==> src/rtl/rtc_bus_ctrl.sv <==
// Multiplexed address/data bus engine for the RTC chip: runs one read or write
// cycle (address phase, then data phase) per accepted request.
module rtc_bus_ctrl #(
    parameter int unsigned PULSE_CYC = 10,
    parameter int unsigned GAP_CYC   = 5
) (
    input  logic       clk,
    input  logic       reset,
    input  logic       trabaje,
    input  logic       lea_escriba,
    input  logic [7:0] direcion,
    input  logic [7:0] dato_in,
    output logic       rtc_work,
    output logic       tome,
    output logic [7:0] dato_out,
    output logic       cs_n,
    output logic       rd_n,
    output logic       wr_n,
    output logic       a_d,
    output logic [7:0] ad_out,
    output logic       ad_oe,
    input  logic [7:0] ad_in
);

    typedef enum logic [2:0] {
        IDLE,
        ADDR_SETUP,
        ADDR_STROBE,
        ADDR_HOLD,
        DATA_SETUP,
        DATA_STROBE,
        DATA_HOLD
    } state_t;

    localparam logic [7:0] PULSE_LD = 8'(PULSE_CYC - 1);
    localparam logic [7:0] GAP_LD   = 8'(GAP_CYC - 1);

    state_t     state_q, state_d;
    logic [7:0] cnt_q, cnt_d;
    logic       rd_sel_q, rd_sel_d;
    logic [7:0] addr_q, addr_d;
    logic [7:0] wdata_q, wdata_d;
    logic [7:0] rbyte_q, rbyte_d;
    logic       rtc_work_q, rtc_work_d;
    logic       tome_q, tome_d;
    logic [7:0] dato_out_q, dato_out_d;
    logic       cs_n_q, cs_n_d;
    logic       rd_n_q, rd_n_d;
    logic       wr_n_q, wr_n_d;
    logic       a_d_q, a_d_d;
    logic [7:0] ad_out_q, ad_out_d;
    logic       ad_oe_q, ad_oe_d;

    // Sequencing: each non-idle state runs its reload count down to zero.
    always_comb begin
        state_d    = state_q;
        cnt_d      = cnt_q;
        rd_sel_d   = rd_sel_q;
        addr_d     = addr_q;
        wdata_d    = wdata_q;
        rbyte_d    = rbyte_q;
        rtc_work_d = rtc_work_q;
        tome_d     = 1'b0;
        dato_out_d = dato_out_q;

        if (state_q == IDLE) begin
            if (trabaje) begin
                rd_sel_d   = lea_escriba;
                addr_d     = direcion;
                wdata_d    = dato_in;
                rtc_work_d = 1'b1;
                state_d    = ADDR_SETUP;
                cnt_d      = GAP_LD;
            end
        end else if (cnt_q != 8'd0) begin
            cnt_d = cnt_q - 8'd1;
        end else begin
            case (state_q)
                ADDR_SETUP: begin
                    state_d = ADDR_STROBE;
                    cnt_d   = PULSE_LD;
                end
                ADDR_STROBE: begin
                    state_d = ADDR_HOLD;
                    cnt_d   = GAP_LD;
                end
                ADDR_HOLD: begin
                    state_d = DATA_SETUP;
                    cnt_d   = GAP_LD;
                end
                DATA_SETUP: begin
                    state_d = DATA_STROBE;
                    cnt_d   = PULSE_LD;
                end
                DATA_STROBE: begin
                    state_d = DATA_HOLD;
                    cnt_d   = GAP_LD;
                    if (rd_sel_q) begin
                        rbyte_d = ad_in;
                    end
                end
                DATA_HOLD: begin
                    state_d    = IDLE;
                    cnt_d      = 8'd0;
                    rtc_work_d = 1'b0;
                    tome_d     = rd_sel_q;
                    if (rd_sel_q) begin
                        dato_out_d = rbyte_q;
                    end
                end
                default: begin
                    state_d = IDLE;
                    cnt_d   = 8'd0;
                end
            endcase
        end
    end

    // Pin values are decoded from the next state so every pin is a flop output.
    always_comb begin
        cs_n_d   = 1'b1;
        rd_n_d   = 1'b1;
        wr_n_d   = 1'b1;
        a_d_d    = 1'b1;
        ad_oe_d  = 1'b0;
        ad_out_d = ad_out_q;

        case (state_d)
            ADDR_SETUP, ADDR_HOLD: begin
                a_d_d    = 1'b0;
                ad_oe_d  = 1'b1;
                ad_out_d = addr_d;
            end
            ADDR_STROBE: begin
                a_d_d    = 1'b0;
                ad_oe_d  = 1'b1;
                ad_out_d = addr_d;
                cs_n_d   = 1'b0;
                wr_n_d   = 1'b0;
            end
            DATA_SETUP, DATA_HOLD: begin
                if (!rd_sel_d) begin
                    ad_oe_d  = 1'b1;
                    ad_out_d = wdata_d;
                end
            end
            DATA_STROBE: begin
                cs_n_d = 1'b0;
                if (rd_sel_d) begin
                    rd_n_d = 1'b0;
                end else begin
                    wr_n_d   = 1'b0;
                    ad_oe_d  = 1'b1;
                    ad_out_d = wdata_d;
                end
            end
            default: begin
                ad_oe_d = 1'b0;
            end
        endcase
    end

    always_ff @(posedge clk) begin
        if (reset) begin
            state_q    <= IDLE;
            cnt_q      <= '0;
            rd_sel_q   <= 1'b0;
            addr_q     <= '0;
            wdata_q    <= '0;
            rbyte_q    <= '0;
            rtc_work_q <= 1'b0;
            tome_q     <= 1'b0;
            dato_out_q <= '0;
            cs_n_q     <= 1'b1;
            rd_n_q     <= 1'b1;
            wr_n_q     <= 1'b1;
            a_d_q      <= 1'b1;
            ad_out_q   <= '0;
            ad_oe_q    <= 1'b0;
        end else begin
            state_q    <= state_d;
            cnt_q      <= cnt_d;
            rd_sel_q   <= rd_sel_d;
            addr_q     <= addr_d;
            wdata_q    <= wdata_d;
            rbyte_q    <= rbyte_d;
            rtc_work_q <= rtc_work_d;
            tome_q     <= tome_d;
            dato_out_q <= dato_out_d;
            cs_n_q     <= cs_n_d;
            rd_n_q     <= rd_n_d;
            wr_n_q     <= wr_n_d;
            a_d_q      <= a_d_d;
            ad_out_q   <= ad_out_d;
            ad_oe_q    <= ad_oe_d;
        end
    end

    assign rtc_work = rtc_work_q;
    assign tome     = tome_q;
    assign dato_out = dato_out_q;
    assign cs_n     = cs_n_q;
    assign rd_n     = rd_n_q;
    assign wr_n     = wr_n_q;
    assign a_d      = a_d_q;
    assign ad_out   = ad_out_q;
    assign ad_oe    = ad_oe_q;

endmodule
==> config.mk <==
export PLATFORM = sky130hd
export DESIGN_NAME = rtc_bus_ctrl
export DESIGN_NICKNAME = d
export VERILOG_FILES = /design/src/rtl/rtc_bus_ctrl.sv
export SDC_FILE = /design/constraint.sdc
export NUM_CORES = 1
export LEC_CHECK = 0
export CAP_MARGIN = 15
export CORE_MARGIN = 2
export CORE_UTILIZATION = 52
export CTS_CLUSTER_DIAMETER = 100
export CTS_CLUSTER_SIZE = 12
export DETAILED_ROUTE_END_ITERATION = 8
export GPL_TIMING_DRIVEN = 1
export HOLD_SLACK_MARGIN = 0.08
export PLACE_DENSITY = 0.8
export SETUP_SLACK_MARGIN = 0.2
export SLEW_MARGIN = 40
export SYNTH_ARGS = -nofsm -noshare
export SYNTH_HDL_FRONTEND = slang
export SYNTH_SLANG_ARGS = --single-unit
==> constraint.sdc <==
create_clock -name clk -period 3.42 [get_ports clk]
set_clock_uncertainty 0.2 [all_clocks]
set_input_delay 0.684 -clock clk [delete_from_list [all_inputs] [get_ports clk]]
set_output_delay 0.684 -clock clk [all_outputs]
set_load 0.05 [all_outputs]
==> results of run 1 <==
[cells by family after synthesis]
group | Yosys count | synth area share [%]
AOI/OAI and AO/OA | 103 | 24.2
and+or+nand+nor | 93 | 18.9
DFF | 59 | 43.5
buffers and inverters | 35 | 5.62
muxes | 17 | 6.26
xor gates and xnor gates | 2 | 0.645
adders and majority gates | 2 | 0.921
[final cells by class]
cell class              count  area (µm²)
clock buffers              13         159
clock inverters             2        35.0
fillers                   422        1620
inverters                   7        26.3
multi-input cells         217        1390
flip-flops and latches     59        1180
well taps                  70        87.6
repair buffers             60         576
[cell usage after synthesis, types with 3 or more instances]
library cell   n  share of area [%]
a21boi_0       8                2.2
a21oi_1       30                5.5
a311oi_1       5                1.6
a31oi_1        5                1.2
and3_1         7                1.6
buf_2          5               0.92
clkbuf_1      21                2.9
dfxtp_1       59                 43
inv_1          7               0.97
mux2i_1       17                6.3
nand2_1        8                1.1
nand2b_1       3               0.69
nand3_1       18                3.3
nor2_1        25                3.5
nor3_1         7                1.3
o211ai_1      10                2.8
o21ai_0       23                4.2
o31ai_1        8                2.2
or3_1          4               0.92
or4_1          3               0.83
[through the flow]
stage	setup WS, ns	power [W]
5_1_grt	0.554	0.00323
3_5_place_dp	0.518	0.00240
6_report	0.754	0.00305
2_1_floorplan	0.996	0.00203
3_3_place_gp	0.592	0.00238
4_1_cts	0.739	0.00304
[power breakdown]
group / internal, W / total [W] / leakage, nW / switching (W)
clock: 0.000371 / 0.000634 / 0.0995 / 0.000262
combinational: 0.000557 / 0.00147 / 0.660 / 0.000917
sequential: 0.000826 / 0.000938 / 0.482 / 0.000112
total: 0.00176 / 0.00305 / 1.24 / 0.00129
[worst max-delay path, delay by kind of cell (launching register included)]
kind	cells	cell delay (ns)
AO/OA/AOI/OAI	1	0.20
buffers and inverters	1	0.11
AND/OR/NAND/NOR	3	1.54
adder cells (fa/ha/maj)	1	0.18
flip-flops	1	0.35
[per-layer routing]
layer  track usage, %  routed length [µm]  up-vias
met1             31.2                2920     1170
met2             34.5                2990       88
met5                0                   0        -
li1                 -                   -     1236
met4             9.09                 108        0
met3             5.57                 374       11
[worst min path at each step]
stage | startpoint | endpoint | slack [ns] | cells past startpoint
after CTS | rbyte_q[0] | dato_out[0] | 0.26 | 2
after global placement | rbyte_q[7] | dato_out[7] | 0.25 | 2
after global routing | rbyte_q[0] | dato_out[0] | 0.29 | 2
final | rbyte_q[0] | dato_out[0] | 0.26 | 2
after floorplan | rbyte_q[0] | dato_out[0] | 0.24 | 2
after detailed placement | rbyte_q[0] | dato_out[0] | 0.26 | 2
[sequential cells by signal (all words and copies together) (netlist names), 3 cells and up]
signal	count
ad_out	8
addr_q	8
cnt_q	8
dato_out	8
rbyte_q	8
wdata_q	8
state_q	3
==> metrics.csv, run 1 <==
metric,value,unit
Crit path largest cell delay,0.69,ns
Worst Path Arrival,2.72,ns
largest net degree at the start of global routing,48,
vias in the first global route,2283,
die area,5820,µm²
final setup fails,0,
Port Buffer Count,50,
non-filler cells in the finished layout,428,
Initial Util,53.6,%
YS warnings,0,
total iterations of the first detailed-routing run,5,
CTS tree,yes,
Fmax,0.375,GHz
TritonCTS sink count,59,
most frequent cells in the layout,"59 x dfxtp_1, 50 x clkdlybuf4s50_1, 30 x a21oi_1",
pwr dens,882,nW/µm²
Resize count post-CTS,0,
HPWL after DPL,4170,µm
Setup TNS,0,ns
Syn Nets,341,
grt ovf,0,
Slew @ Worst Pin,0.704,ns
fin area,3450,µm²
global-route usage over all layers,22.8,%
Pleak,1.24,nW
unrepaired setup endpoints after global routing,false,
"most common cell after layout, fill and taps aside",dfxtp_1,
final hold slack,0.263,ns
cts bufs inserted,9,
number of synthesized flops with an enable pin,0,
detailed router's first-iteration violation count,249,
Post-CTS Setup Inserts,0,
layout cells sized above 1,8.94,%
reg2reg path depth,6,
Die Y,76.3,µm
core occupancy in the finished layout,68.1,%
reg2reg setup slack,0.75,ns
final hold viol count,0,
Crit-path slowest cell,or4_1,
DP Cell Count,413,
max_cap viols,0,
Area Overhead vs Synth,27.1,%
"Seq/Total Area, Yosys",43.5,%
crit-path cells,inv_1 > ha_1 > or3b_2 > or4_1 > and3_1 > o31ai_1,
Clock Pin Slew Worst Setup and Hold Paths,0.07,ns
Crit Path Class,reg2reg,
Via-to-Cell Ratio,5.85,
capture point of the worst reg-to-reg path,ad_out[6],
Final #Nets,384,
core footprint,5070,µm²
worst-skew pair later-pin latency,0.34,ns
Post-Place Cell Area,3260,µm²
H-tree depth,3,
Worst Setup SP,cnt_q[0],
Worst Path Required,3.48,ns
Tcrit/Tclk final,78.0,%
crit path max fanout,17,
Clock Root Buffer,clkbuf_8,
first-pass GRT wire length,10800,µm
drt total wl,6400,µm
Clock Tree Buf Depth,2,
post-synthesis cell count,311,
detailed-route DRC error count,0,
Synth cell types,49,
Worst IR Drop VDD,0.000411,V
r2r startpoint,cnt_q[0],
crit path capture,ad_out[6],
Wirelength per Cell,14.9,µm
DIE WIDTH,76.3,µm
"FFs w/ async S/R, synth",0,%
Hold/Removal Path Class,reg2reg,
Slew Limit Fails,0,
status,completed,
#FFs+latches synth,59,
total number of vias,2505,
post-synthesis area per instance,8.74,µm²
Final ANT Viol Nets,0,
minimum clock period,2.67,ns
Worst setup SP type,register,
Placer Congestion,0.805,
ys flop type,dfxtp_1,
IO Count,51,
Site Rows,26,
CP Capture Type,register,
hold_buf cts,0,
diode count,0,
initial antenna violation count,0,
Max transition margin,53.0,%
Post-Syn Area,2720,µm²
No activity file was read; power rests on OpenSTA's default activity.
==> inputs of run 2 (changes only) <==
- clock period: 3.42 -> 2.6 ns (I/O delays scaled with it)
==> run 2 against run 1 <==
- first-iteration DRC count up 15%
- critical path depth up 1
- clock power up 31%
- combinational power up 48%
- sequential power up 31%
- largest power group unchanged
- highest routed layer unchanged
==> metrics.csv, run 2 (same netlist as run 1, synthesis figures left out) <==
metric,value,unit,change
Worst Path Required,2.65,ns,-0.83 ns
Max transition margin,52.8,%,-0.17 points
largest net degree at the start of global routing,48,,unchanged
unrepaired setup endpoints after global routing,false,,
total iterations of the first detailed-routing run,5,,unchanged
Final #Nets,397,,+3.4%
Clock Tree Buf Depth,2,,unchanged
vias in the first global route,2483,,+8.8%
Wirelength per Cell,15.7,µm,+5.3%
crit-path cells,inv_2 > ha_2 > or3b_2 > or4_4 > buf_6 > and3_1 > o31ai_1,,
DIE WIDTH,76.3,µm,unchanged
HPWL after DPL,4450,µm,+6.8%
"most common cell after layout, fill and taps aside",dfxtp_1,,
Tcrit/Tclk final,88.7,%,+11 points
IO Count,51,,unchanged
detailed router's first-iteration violation count,287,,+15%
Worst setup SP type,register,,
Worst IR Drop VDD,0.000584,V,+42%
Site Rows,26,,unchanged
final hold viol count,0,,unchanged
drt total wl,6940,µm,+8.5%
Area Overhead vs Synth,32.9,%,
H-tree depth,3,,unchanged
total number of vias,2652,,+5.9%
Resize count post-CTS,0,,unchanged
Clock Pin Slew Worst Setup and Hold Paths,0.06,ns,about the same
CP Capture Type,register,,
Clock Root Buffer,clkbuf_8,,
Crit Path Class,reg2reg,,
Die Y,76.3,µm,unchanged
core footprint,5070,µm²,unchanged
status,completed,,
TritonCTS sink count,59,,unchanged
Crit-path slowest cell,or3b_2,,
worst-skew pair later-pin latency,0.34,ns,about the same
Fmax,0.433,GHz,+16%
Total Power,0.00423,W,+39%
global-route usage over all layers,25.1,%,+2.3 points
hold_buf cts,0,,unchanged
first-pass GRT wire length,11900,µm,+10%
Placer Congestion,0.861,,+7.0%
diode count,0,,unchanged
Final ANT Viol Nets,0,,unchanged
crit path max fanout,16,,-1
CTS tree,yes,,
final setup fails,0,,unchanged
grt ovf,0,,unchanged
Pleak,1.33,nW,+6.8%
most frequent cells in the layout,"59 x dfxtp_1, 50 x clkdlybuf4s50_1, 30 x a21oi_1",,
Crit path largest cell delay,0.46,ns,-0.23 ns
Hold/Removal Path Class,reg2reg,,
initial antenna violation count,0,,unchanged
Via-to-Cell Ratio,6.01,,+2.7%
minimum clock period,2.31,ns,-0.359 ns
die area,5820,µm²,unchanged
max_cap viols,0,,unchanged
Setup TNS,0,ns,unchanged
Slew Limit Fails,0,,unchanged
Worst Path Arrival,2.36,ns,-0.36 ns
cts bufs inserted,9,,unchanged
Slew @ Worst Pin,0.706,ns,+0.00212 ns
Initial Util,53.6,%,unchanged
pwr dens,1170,nW/µm²,+33%
Post-CTS Setup Inserts,0,,unchanged
Port Buffer Count,50,,unchanged
Fillers,403,,-4.5%
detailed-route DRC error count,0,,unchanged
layout cells sized above 1,14.6,%,+5.6 points
==> run 2: cell types whose count changed in the layout (fill, tap and decap cells not counted), moves of 2 or more <==
cell | before | now
buf_4 | 10 | 20
o31ai_1 | 8 | 5
o31ai_2 | 1 | 4
buf_12 | 0 | 2
inv_1 | 7 | 5
inv_2 | 0 | 2
==> run 2: metrics by stage <==
stage          area, µm²  worst slack (ns)  utilization, %  hold slack (ns)  cells
2_1_floorplan       2720             0.211               -            0.240    311
3_3_place_gp        3380             0.198            66.7            0.251    426
3_5_place_dp        3380             0.135            66.7            0.255    426
4_1_cts             3580             0.221            70.5            0.266    441
5_1_grt             3610             0.212            71.2            0.281    441
6_report            3610             0.293            71.2            0.265    441
==> run 2: critical path, delay by kind of cell, from the launching register on <==
family / cells / cell delay [ns]
buffers and inverters: 2 / 0.25
and+or+nand+nor: 3 / 1.07
adders and majority gates: 1 / 0.17
DFF: 1 / 0.34
AOI/OAI and AO/OA: 1 / 0.20
==> run 2: metal layers <==
layer | wire (µm) | GRT usage [%] | part of all wire [%]
met1 | 3010 | 35.0 | 43
met2 | 3320 | 37.3 | 48
met3 | 481 | 4.62 | 6.9
met4 | 129 | 12.2 | 1.9
met5 | 0 | 0 | 0
==> run 2: layout make-up <==
class | instances | area [µm²] | share of cell area, %
multi-input cells | 217 | 1420 | 39.3
well taps | 70 | 87.6 | 2.43
clock buffers | 13 | 159 | 4.40
flip-flops and latches | 59 | 1180 | 32.7
inverters | 7 | 26.3 | 0.728
clock inverters | 2 | 35.0 | 0.970
repair buffers | 73 | 702 | 19.4
==> run 2: power by group <==
group	switching [W]	leakage [nW]	total (W)	internal, W
logic	0.00130	0.744	0.00217	0.000877
registers	0.000140	0.482	0.00123	0.00109
clock network	0.000343	0.0995	0.000832	0.000489
total	0.00178	1.33	0.00423	0.00245
==> run 2: worst paths after layout <==
| check | depth (start not counted) | endpoint | from | slack, ns |
|---|---|---|---|---|
| max reg2reg | 7 | ad_out[6] | cnt_q[1] | 0.29 |
| min reg2reg | 2 | dato_out[3] | rbyte_q[3] | 0.26 |
| min | 2 | dato_out[3] | rbyte_q[3] | 0.26 |
| max | 7 | ad_out[6] | cnt_q[1] | 0.29 |
==> inputs of run 3 (changes only) <==
- CORE_MARGIN: 2 -> 4
==> run 3 against run 2 <==
- clock power rose by 3.6%
- sequential cell count did not move
- highest routed layer unchanged
- final cell count rose by 1.1%
- hold slack improved by 0.0032 ns
- maximum frequency fell by 3.3%
- via count barely moved
- global-route usage fell by 1.7 points
==> metrics.csv, run 3 (same netlist as run 1, synthesis figures left out) <==
metric,value,unit,change
switching share of power,41.9,%,-0.19 points
Max transition margin,61.0,%,+8.1 points
minimum clock period,2.39,ns,+0.0783 ns
Placement Setup Slack,0.0645,ns,-0.0709 ns
detailed-route DRC error count,0,,unchanged
Crit-path slowest cell,or4_4,,
reg2reg path depth,8,,+1
gr busiest metal,met2,,
Slew Limit Fails,0,,unchanged
largest net degree at the start of global routing,38,,-21%
GRT met3 Usage,6.28,%,+1.7 points
diode count,0,,unchanged
Clock Root Buffer,clkbuf_8,,
die area,6450,µm²,+11%
Reg power frac,28.3,%,-0.7 points
detailed router's first-iteration violation count,284,,-1.0%
Worst Path Arrival,2.44,ns,+0.08 ns
Hold/Removal Path Class,reg2reg,,
Pleak,1.35,nW,+1.7%
Bufs and invs on worst path,3,,+1
crit-path cells,inv_4 > ha_4 > or3b_4 > or4_4 > buf_6 > buf_4 > and3_1 > o31ai_1,,
total iterations of the first detailed-routing run,5,,unchanged
Site Rows,26,,unchanged
Final #Nets,403,,+1.5%
status,completed,,
Worst Path Required,2.65,ns,about the same
Worst IR Drop VDD,0.000563,V,-3.5%
unrepaired setup endpoints after global routing,false,,
PnR worst setup slack,0.215,ns,-0.0783 ns
vias in the first global route,2431,,-2.1%
HPWL after DPL,4680,µm,+5.2%
core occupancy in the finished layout,71.9,%,+0.74 points
Clock Tree Buf Depth,2,,unchanged
Clock Pin Slew Worst Setup and Hold Paths,0.07,ns,about the same
Internal Pwr Total,0.00253,W,+3.3%
Placer Congestion,0.911,,+5.8%
global-route usage over all layers,23.4,%,-1.7 points
final hold viol count,0,,unchanged
total number of vias,2654,,+0.075%
core footprint,5070,µm²,unchanged
most frequent cells in the layout,"57 x dfxtp_1, 50 x clkdlybuf4s50_1, 30 x a21oi_1",,
final setup fails,0,,unchanged
Initial Util,53.6,%,unchanged
worst-skew pair later-pin latency,0.34,ns,about the same
Port Buffer Count,50,,unchanged
crit path max fanout,9,,-7
Crit Path Class,reg2reg,,
clock share of power,19.8,%,about the same
CP Capture Type,register,,
Worst setup SP type,register,,
Tcrit/Tclk final,91.7,%,+3.0 points
Setup TNS,0,ns,unchanged
hold_buf cts,0,,unchanged
Min-Delay Path Depth,2,,unchanged
pwr dens,1190,nW/µm²,+1.9%
Fmax,0.419,GHz,-3.3%
max_cap viols,0,,unchanged
cts bufs inserted,9,,unchanged
Fillers,394,,-2.2%
met2 Use GR,36.5,%,-0.75 points
DIE WIDTH,80.3,µm,+5.2%
Die Y,80.3,µm,+5.2%
Slew @ Worst Pin,0.584,ns,-0.122 ns
area of the multi-input gates,1420,µm²,+0.26%
CTS tree,yes,,
initial antenna violation count,0,,unchanged
P_sw,0.00183,W,+2.5%
Area Overhead vs Synth,34.3,%,
IO Count,51,,unchanged
TritonCTS sink count,59,,unchanged
Logic pwr share,52.0,%,+0.6 points
Via-to-Cell Ratio,5.95,,-1.0%
grt ovf,0,,unchanged
layout cells sized above 1,16.2,%,+1.7 points
Final ANT Viol Nets,0,,unchanged
met1 Use GR,30.0,%,-5.1 points
H-tree depth,3,,unchanged
Wirelength per Cell,16.5,µm,+5.1%
"most common cell after layout, fill and taps aside",dfxtp_1,,
FF+latch area,1190,µm²,+0.42%
WP depth,8,,+1
first-pass GRT wire length,11600,µm,-2.7%
drt total wl,7380,µm,+6.3%
Crit path largest cell delay,0.42,ns,-0.04 ns
"delay-heaviest family, CP",simple AND/OR/NAND/NOR gates,,
run 3: cell types whose count changed in the layout (fill, tap and decap cells not counted), moves of 2 or more:
cell and change:
buf_12 -2, buf_4 +8, clkbuf_1 -2, dfxtp_1 -2
run 3: per-stage QoR:
| stage | power [W] | area, µm² | hold WS, ns | cells |
|---|---|---|---|---|
| floorplan | 0.00268 | 2720 | 0.240 | 311 |
| global placement | 0.00332 | 3370 | 0.253 | 428 |
| detailed placement | 0.00335 | 3370 | 0.261 | 428 |
| CTS | 0.00425 | 3590 | 0.267 | 442 |
| global route | 0.00460 | 3650 | 0.291 | 446 |
| finish | 0.00436 | 3650 | 0.268 | 446 |
run 3: area by class of cell:
cell class | instances | share of cell area [%]
clock buffers | 12 | 4.53
clock inverters | 2 | 0.960
inverters | 7 | 0.789
multi-input cells | 217 | 39.0
flip-flops and latches | 59 | 32.5
well taps | 70 | 2.40
repair buffers | 79 | 19.8
run 3: power groups by stage:
stage,Clock [W],Combinational [W],Sequential [W]
2_1_floorplan,0,0.00126,0.00143
3_3_place_gp,0,0.00209,0.00123
3_5_place_dp,0,0.00212,0.00124
4_1_cts,0.000864,0.00216,0.00122
5_1_grt,0.000915,0.00243,0.00126
6_report,0.000862,0.00226,0.00123
run 3: worst min-delay path: cells and delay by family, from the launching register on:
kind	cells	cell delay (ns)
DFF	1	0.30
and+or+nand+nor	1	0.06
AOI/OAI and AO/OA	1	0.05
run 3: repair_timing:
action                                  4_1_cts  5_1_grt
resized for setup                             6       10
endpoints found under the setup margin        8        3
buffers inserted                              0        4
pin swaps                                     0        2
run 3: metal layers:
metal / vias up / part of all wire, %
li1: 1268 / -
met1: 1247 / 43
met2: 121 / 48
met3: 18 / 6.7
met4: 0 / 2.1
met5: - / 0
run 3: worst paths after layout:
kind	slack [ns]	to	start
worst min register to register	0.27	dato_out[3]	rbyte_q[3]
worst max register to register	0.21	ad_out[4]	cnt_q[0]
worst min-delay path	0.27	dato_out[3]	rbyte_q[3]
worst max-delay path	0.21	ad_out[4]	cnt_q[0]
